==> config.mk <==
export PLATFORM = sky130hd
export DESIGN_NAME = reg_access_scoreboard_flat
export DESIGN_NICKNAME = d
export VERILOG_FILES = /design/src/rtl/reg_access_scoreboard_if.sv /design/src/rtl/reg_access_scoreboard.sv /design/src/flat_wrapper.sv
export SDC_FILE = /design/constraint.sdc
export NUM_CORES = 1
export LEC_CHECK = 0
export ABC_AREA = 1
export CORE_MARGIN = 3
export CORE_UTILIZATION = 42
export DETAILED_ROUTE_END_ITERATION = 10
export PLACE_DENSITY = 0.78
export SLEW_MARGIN = 30
export SYNTH_ARGS = -nofsm -noshare
export SYNTH_HDL_FRONTEND = slang
export SYNTH_SLANG_ARGS = --single-unit
==> constraint.sdc <==
create_clock -name clk -period 1.6 [get_ports clk]
set_input_delay 0.16 -clock clk [delete_from_list [all_inputs] [get_ports clk]]
set_output_delay 0.16 -clock clk [all_outputs]
set_load 0.05 [all_outputs]
==> src/rtl/reg_access_scoreboard_if.sv <==
// Decode-to-address-generation bus for the register access stage: decode request, held
// output entry and writeback release, with master (environment) and slave (stage) views.
interface reg_access_scoreboard_if #(
   parameter int REG_W     = 3,
   parameter int PAYLOAD_W = 64
);
   logic                 d_valid;
   logic                 d_ready;
   logic [REG_W-1:0]     d_src0;
   logic [REG_W-1:0]     d_src1;
   logic                 d_src0_en;
   logic                 d_src1_en;
   logic [REG_W-1:0]     d_dst;
   logic                 d_dst_en;
   logic [PAYLOAD_W-1:0] d_payload;

   logic                 r_valid;
   logic                 r_ready;
   logic [REG_W-1:0]     r_dst;
   logic                 r_dst_en;
   logic [PAYLOAD_W-1:0] r_payload;

   logic [REG_W-1:0]     wb_reg_number;
   logic                 wb_reg_en;

   modport master (
      output d_valid, d_src0, d_src1, d_src0_en, d_src1_en, d_dst, d_dst_en, d_payload,
      input  d_ready,
      input  r_valid, r_dst, r_dst_en, r_payload,
      output r_ready,
      output wb_reg_number, wb_reg_en
   );

   modport slave (
      input  d_valid, d_src0, d_src1, d_src0_en, d_src1_en, d_dst, d_dst_en, d_payload,
      output d_ready,
      output r_valid, r_dst, r_dst_en, r_payload,
      input  r_ready,
      input  wb_reg_number, wb_reg_en
   );
endinterface

==> src/rtl/reg_access_scoreboard.sv <==
// Scoreboarded register-access stage: 1-cycle accept-to-output, d_ready drops on RAW/saturation hazard,
// flush or a stalled held entry. SCOREBOARD_BYPASS_EN lets a same-cycle writeback clear the hazard.
module reg_access_scoreboard #(
   parameter int REG_W     = 3,
   parameter int CNT_W     = 2,
   parameter int PAYLOAD_W = 64
) (
   input  logic                  clk,
   input  logic                  reset,
   input  logic                  flush,
   reg_access_scoreboard_if.slave bus,
   output logic [2**REG_W-1:0]   busy_vec,
   output logic                  err_underflow
);
   localparam int               NUM_REGS = 2**REG_W;
   localparam logic [CNT_W-1:0] CNT_MAX  = '1;
   localparam logic [CNT_W-1:0] CNT_ONE  = CNT_W'(1);

   logic [CNT_W-1:0]     count     [NUM_REGS];
   logic [CNT_W-1:0]     count_nxt [NUM_REGS];
   logic [NUM_REGS-1:0]  inc_vec, dec_vec, roll_vec;

   logic                 r_valid_q;
   logic                 r_dst_en_q;
   logic [REG_W-1:0]     r_dst_q;
   logic [PAYLOAD_W-1:0] r_payload_q;

   logic src0_haz, src1_haz, dst_haz, hazard;
   logic ready, accept, handoff, underflow;
`ifdef SCOREBOARD_BYPASS_EN
   logic wb_src0, wb_src1, wb_dst;
`endif

   always_comb begin
`ifdef SCOREBOARD_BYPASS_EN
      // A last outstanding write retiring this cycle no longer blocks its readers.
      wb_src0  = bus.wb_reg_en && (bus.wb_reg_number == bus.d_src0);
      wb_src1  = bus.wb_reg_en && (bus.wb_reg_number == bus.d_src1);
      wb_dst   = bus.wb_reg_en && (bus.wb_reg_number == bus.d_dst);
      src0_haz = bus.d_src0_en && (count[bus.d_src0] != '0) &&
                 !(wb_src0 && (count[bus.d_src0] == CNT_ONE));
      src1_haz = bus.d_src1_en && (count[bus.d_src1] != '0) &&
                 !(wb_src1 && (count[bus.d_src1] == CNT_ONE));
      dst_haz  = bus.d_dst_en && (count[bus.d_dst] == CNT_MAX) && !wb_dst;
`else
      src0_haz = bus.d_src0_en && (count[bus.d_src0] != '0);
      src1_haz = bus.d_src1_en && (count[bus.d_src1] != '0);
      dst_haz  = bus.d_dst_en && (count[bus.d_dst] == CNT_MAX);
`endif
      hazard    = src0_haz || src1_haz || dst_haz;
      handoff   = r_valid_q && bus.r_ready;
      ready     = !hazard && !flush && (!r_valid_q || bus.r_ready);
      accept    = bus.d_valid && ready;
      underflow = bus.wb_reg_en && (count[bus.wb_reg_number] == '0);
   end

   // inc and roll are mutually exclusive (accept requires ~flush); dec implies count != 0.
   always_comb begin
      for (int i = 0; i < NUM_REGS; i++) begin
         inc_vec[i]  = accept && bus.d_dst_en && (bus.d_dst == REG_W'(i));
         dec_vec[i]  = bus.wb_reg_en && (bus.wb_reg_number == REG_W'(i)) && (count[i] != '0);
         roll_vec[i] = flush && r_valid_q && r_dst_en_q && (r_dst_q == REG_W'(i)) && !handoff;
         busy_vec[i] = (count[i] != '0);
         if (inc_vec[i] && !dec_vec[i])
            count_nxt[i] = count[i] + CNT_ONE;
         else if (!inc_vec[i] && dec_vec[i] && roll_vec[i])
            count_nxt[i] = (count[i] > CNT_ONE) ? (count[i] - CNT_W'(2)) : '0;
         else if (!inc_vec[i] && (dec_vec[i] || roll_vec[i]))
            count_nxt[i] = (count[i] != '0) ? (count[i] - CNT_ONE) : '0;
         else
            count_nxt[i] = count[i];
      end
   end

   always_ff @(posedge clk) begin
      if (reset) begin
         for (int i = 0; i < NUM_REGS; i++) count[i] <= '0;
         r_valid_q     <= 1'b0;
         r_dst_en_q    <= 1'b0;
         r_dst_q       <= '0;
         r_payload_q   <= '0;
         err_underflow <= 1'b0;
      end else begin
         for (int i = 0; i < NUM_REGS; i++) count[i] <= count_nxt[i];
         if (underflow) err_underflow <= 1'b1;
         if (accept) begin
            r_valid_q   <= 1'b1;
            r_dst_en_q  <= bus.d_dst_en;
            r_dst_q     <= bus.d_dst;
            r_payload_q <= bus.d_payload;
         end else if (flush || handoff) begin
            r_valid_q <= 1'b0;
         end
      end
   end

   assign bus.d_ready   = ready;
   assign bus.r_valid   = r_valid_q;
   assign bus.r_dst_en  = r_dst_en_q;
   assign bus.r_dst     = r_dst_q;
   assign bus.r_payload = r_payload_q;
endmodule

==> src/flat_wrapper.sv <==
// flat-port wrapper written by rule: the top's interface ports become plain ports
module reg_access_scoreboard_flat 
#(
   parameter int REG_W     = 3,
   parameter int CNT_W     = 2,
   parameter int PAYLOAD_W = 64
)
  (clk, reset, flush, busy_vec, err_underflow, bus_d_valid, bus_d_src0, bus_d_src1, bus_d_src0_en, bus_d_src1_en, bus_d_dst, bus_d_dst_en, bus_d_payload, bus_d_ready, bus_r_valid, bus_r_dst, bus_r_dst_en, bus_r_payload, bus_r_ready, bus_wb_reg_number, bus_wb_reg_en);
  reg_access_scoreboard_if #(.REG_W(REG_W), .PAYLOAD_W(PAYLOAD_W)) bus_i ();
  input  logic clk;
  input  logic reset;
  input  logic flush;
  output logic [2**REG_W-1:0] busy_vec;
  output logic err_underflow;
  input wire logic [$bits(bus_i.d_valid)-1:0] bus_d_valid;
  input wire logic [$bits(bus_i.d_src0)-1:0] bus_d_src0;
  input wire logic [$bits(bus_i.d_src1)-1:0] bus_d_src1;
  input wire logic [$bits(bus_i.d_src0_en)-1:0] bus_d_src0_en;
  input wire logic [$bits(bus_i.d_src1_en)-1:0] bus_d_src1_en;
  input wire logic [$bits(bus_i.d_dst)-1:0] bus_d_dst;
  input wire logic [$bits(bus_i.d_dst_en)-1:0] bus_d_dst_en;
  input wire logic [$bits(bus_i.d_payload)-1:0] bus_d_payload;
  output wire logic [$bits(bus_i.d_ready)-1:0] bus_d_ready;
  output wire logic [$bits(bus_i.r_valid)-1:0] bus_r_valid;
  output wire logic [$bits(bus_i.r_dst)-1:0] bus_r_dst;
  output wire logic [$bits(bus_i.r_dst_en)-1:0] bus_r_dst_en;
  output wire logic [$bits(bus_i.r_payload)-1:0] bus_r_payload;
  input wire logic [$bits(bus_i.r_ready)-1:0] bus_r_ready;
  input wire logic [$bits(bus_i.wb_reg_number)-1:0] bus_wb_reg_number;
  input wire logic [$bits(bus_i.wb_reg_en)-1:0] bus_wb_reg_en;
  assign bus_i.d_valid = bus_d_valid;
  assign bus_i.d_src0 = bus_d_src0;
  assign bus_i.d_src1 = bus_d_src1;
  assign bus_i.d_src0_en = bus_d_src0_en;
  assign bus_i.d_src1_en = bus_d_src1_en;
  assign bus_i.d_dst = bus_d_dst;
  assign bus_i.d_dst_en = bus_d_dst_en;
  assign bus_i.d_payload = bus_d_payload;
  assign bus_d_ready = bus_i.d_ready;
  assign bus_r_valid = bus_i.r_valid;
  assign bus_r_dst = bus_i.r_dst;
  assign bus_r_dst_en = bus_i.r_dst_en;
  assign bus_r_payload = bus_i.r_payload;
  assign bus_i.r_ready = bus_r_ready;
  assign bus_i.wb_reg_number = bus_wb_reg_number;
  assign bus_i.wb_reg_en = bus_wb_reg_en;
  reg_access_scoreboard #(.REG_W(REG_W), .CNT_W(CNT_W), .PAYLOAD_W(PAYLOAD_W)) u_core (.clk(clk), .reset(reset), .flush(flush), .bus(bus_i), .busy_vec(busy_vec), .err_underflow(err_underflow));
endmodule
==> out/qor.yml <==
drv_slew: 0
n_antenna_cell: 0
path_delay_family: "simple AND/OR/NAND/NOR gates"
power.total_mw: 6.09
place_area_sq_um: 7240
dpl.hpwl_um: 11800
die_w_um: 113
die_h_um: 113
cap_violations: 0
design_area_sq_um: 8130
ys_ff_latch: 86
final_common_cell: "nor2_1"
yosysSeqAreaShare_pct: 35.6
yosysTopAreaCellShare_pct: 35.6
min_path_cells: 3
clkTransAtPathRegs_ps: 70
ant_nets: 0
tightest_slew_ps: 415
grt_usage_pct: 24.7
p_seq_share_pct: 38.2
cts.hold.buffers_added: 0
dr.pass1.iters: 7
setup.worst_path.end_class: "flop"
cp_num_cells: 15
synthMuxAreaShare_pct: 0
core_area_sq_um: 11000
hold_violations: 0
power_density_nw_per_um2: 750
combPwrFrac_pct: 26.7
ys_types: 27
hold_path_class: "primary input to flop"
cp_num_buf_inv: 1
drc_errors: 0
start_util_pct: 43.9
dp_worst_setup_slack_ps: -679
fin_crit_sh_pct: 122
htree_levels: 3
clock_latency_ps: 340
violations: "negative setup slack"
grt_pass1_vias: 5424
synth_area_leader_cell: "dfxtp_1"
synth_area_sq_um: 4840
antenna_found_initial: 0
peakVddDrop_mv: 0.563
crit_fanout: 5
cts.sinks: 86
cts_buffer_depth: 2
synth-compound-area-share_pct: 9.69
r2r_cells: 15
startpoint_type: "flop"
grt_pass1_wl_um: 26000
fmax_ghz: 0.512
min_period_ps: 1950
synth_simple_gate_area_share_pct: 36.9
critPathKind: "flop to flop"
synth_area_leaders: "dfxtp_1 36%, nor2_1 15%, nand2_1 10%"
setup_viol: 86
final_cell_mix: "186 x nor2_1, 160 x buf_4, 125 x nand2_1"
synthAdderAreaFrac_pct: 8.27
grt-ovfl-total: 0
crit_required_ps: 1840
io_buffers: 163
swShare_pct: 32.2
io_pins: 164
intPower_mw: 4.13
fillers: 820
synth_top_family_by_area: "simple AND/OR/NAND/NOR gates"
avgViaCountPerCell: 5.09
r2r_setup_slack_ps: -350
rsz0062_at_grt: "true"
cp.arrival_ps: 2190
root_buffer: "clkbuf_16"
area_growth_syn_to_layout_pct: 67.9
p_switching_mw: 1.96
gp_congestion: 0.915
outcome: "complete, but fails checks"
max_stage_delay_ps: 350
wl_per_cell_um: 15.2
routed_wl_um: 17300
syn_avg_cell_area_sq_um: 6.57
num_rows: 38
die_area_sq_um: 12900
drive_gt1_share_pct: 29.9
layout_setup_ws_ps: -351
worstPathCellList: "nor2_4, nand2_1, nand3_1, nand3_1, nand3_1, nand2_2, nor2_4, buf_6, nand2_4, nor2_4, nand3_2, nand2_1, o21ai_0, nor2_1, nor2_1"
tns_ps: -19180
ys.warnings.count: 0
num_vias: 5807
p_leak_nw: 3.74
first_iter_violations: 445
finClkSkew_ps: 9.44
syn-num-nets: 854
maxSlewHeadroom_pct: 72.2
cts_tree: "done"
synth_xor_area_share_pct: 0
slowest_stage: "dfxtp_2"
cts_made_buffers: 9
grt_max_degree: 57
syn_inst: 737
pwr-share-clk_pct: 35.1
final_nets: 1113
worst paths after layout:
path | startpoint | endpoint
worst max-delay path | u_core.count[3][1]$_SDFFE_PP0P_ | u_core.count[3][0]$_SDFFE_PP0P_
worst min-delay path | bus_d_payload[37] | u_core.bus.r_payload[37]$_SDFFE_PP0N_
worst max register to register | u_core.count[3][1]$_SDFFE_PP0P_ | u_core.count[3][0]$_SDFFE_PP0P_
worst min register to register | u_core.err_underflow$_SDFFE_PP0P_ | u_core.err_underflow$_SDFFE_PP0P_
synth_stat cells, drive strengths merged:
library cell,number
nor2,200
nand2,137
ha,32
inv,79
a21oi,8
a31oi,7
nand3,40
dfxtp,86
buf,13
o21ai,73
o22ai,2
nor3,13
clkbuf,17
nand4,26
nand3b,2
a211oi,1
or3,1
cell families after synthesis:
group | Yosys count
AND/OR/NAND/NOR | 419
buffers and inverters | 109
AO/OA/AOI/OAI | 91
flip-flops | 86
adder cells (fa/ha/maj) | 32
sequential cells by signal, summed over array words and instances (netlist names):
name	cells
u_core.bus.r_dst	3
u_core.bus.r_dst_en	1
u_core.bus.r_payload	64
u_core.bus.r_valid	1
u_core.count	16
u_core.err_underflow	1
power by group through the flow:
stage | Sequential [mW] | Combinational [mW] | Clock [mW]
floorplan | 2.81 | 0.413 | 0
global placement | 2.38 | 1.45 | 0
detailed placement | 2.39 | 1.46 | 0
CTS | 2.33 | 1.55 | 2.16
global route | 2.34 | 1.72 | 2.26
finish | 2.32 | 1.63 | 2.14
layout make-up:
| cell class | count | area, sq um | area share (%) |
|---|---|---|---|
| clock inverter | 6 | 70.1 | 0.862 |
| clock buffer | 9 | 225 | 2.77 |
| timing repair buffer | 278 | 2640 | 32.5 |
| tap | 140 | 175 | 2.16 |
| sequential | 86 | 1780 | 21.9 |
| inverter | 79 | 297 | 3.65 |
| multi-input combinational | 542 | 2940 | 36.1 |
worst min-delay path: cells and delay by family:
kind	cells	cell delay [ps]
buffers and inverters	1	390
AOI/OAI and AO/OA	1	120
and+or+nand+nor	1	40
per-stage QoR:
stage	utilization, %	instances	hold WS (ps)
after detailed placement	65.6	1110	452
after global placement	65.6	1110	459
after global routing	73.7	1140	437
after CTS	71.0	1131	431
after floorplan	-	737	238
final	73.7	1140	424
layer usage:
layer | vias to the layer above | share of wire, % | GRT usage, %
li1 | 2871 | - | -
met1 | 2658 | 41 | 30.1
met2 | 237 | 49 | 43.0
met3 | 41 | 7.2 | 5.99
met4 | 0 | 2.5 | 7.05
met5 | - | 0 | 0
what timing repair did:
item / CTS / global route
gates cloned: 2 / 4
setup endpoints to repair: 94 / 94
setup buffers: 4 / 6
pin swaps: 28 / 35
resized for setup: 99 / 56
No activity file was read; power rests on OpenSTA's default activity.
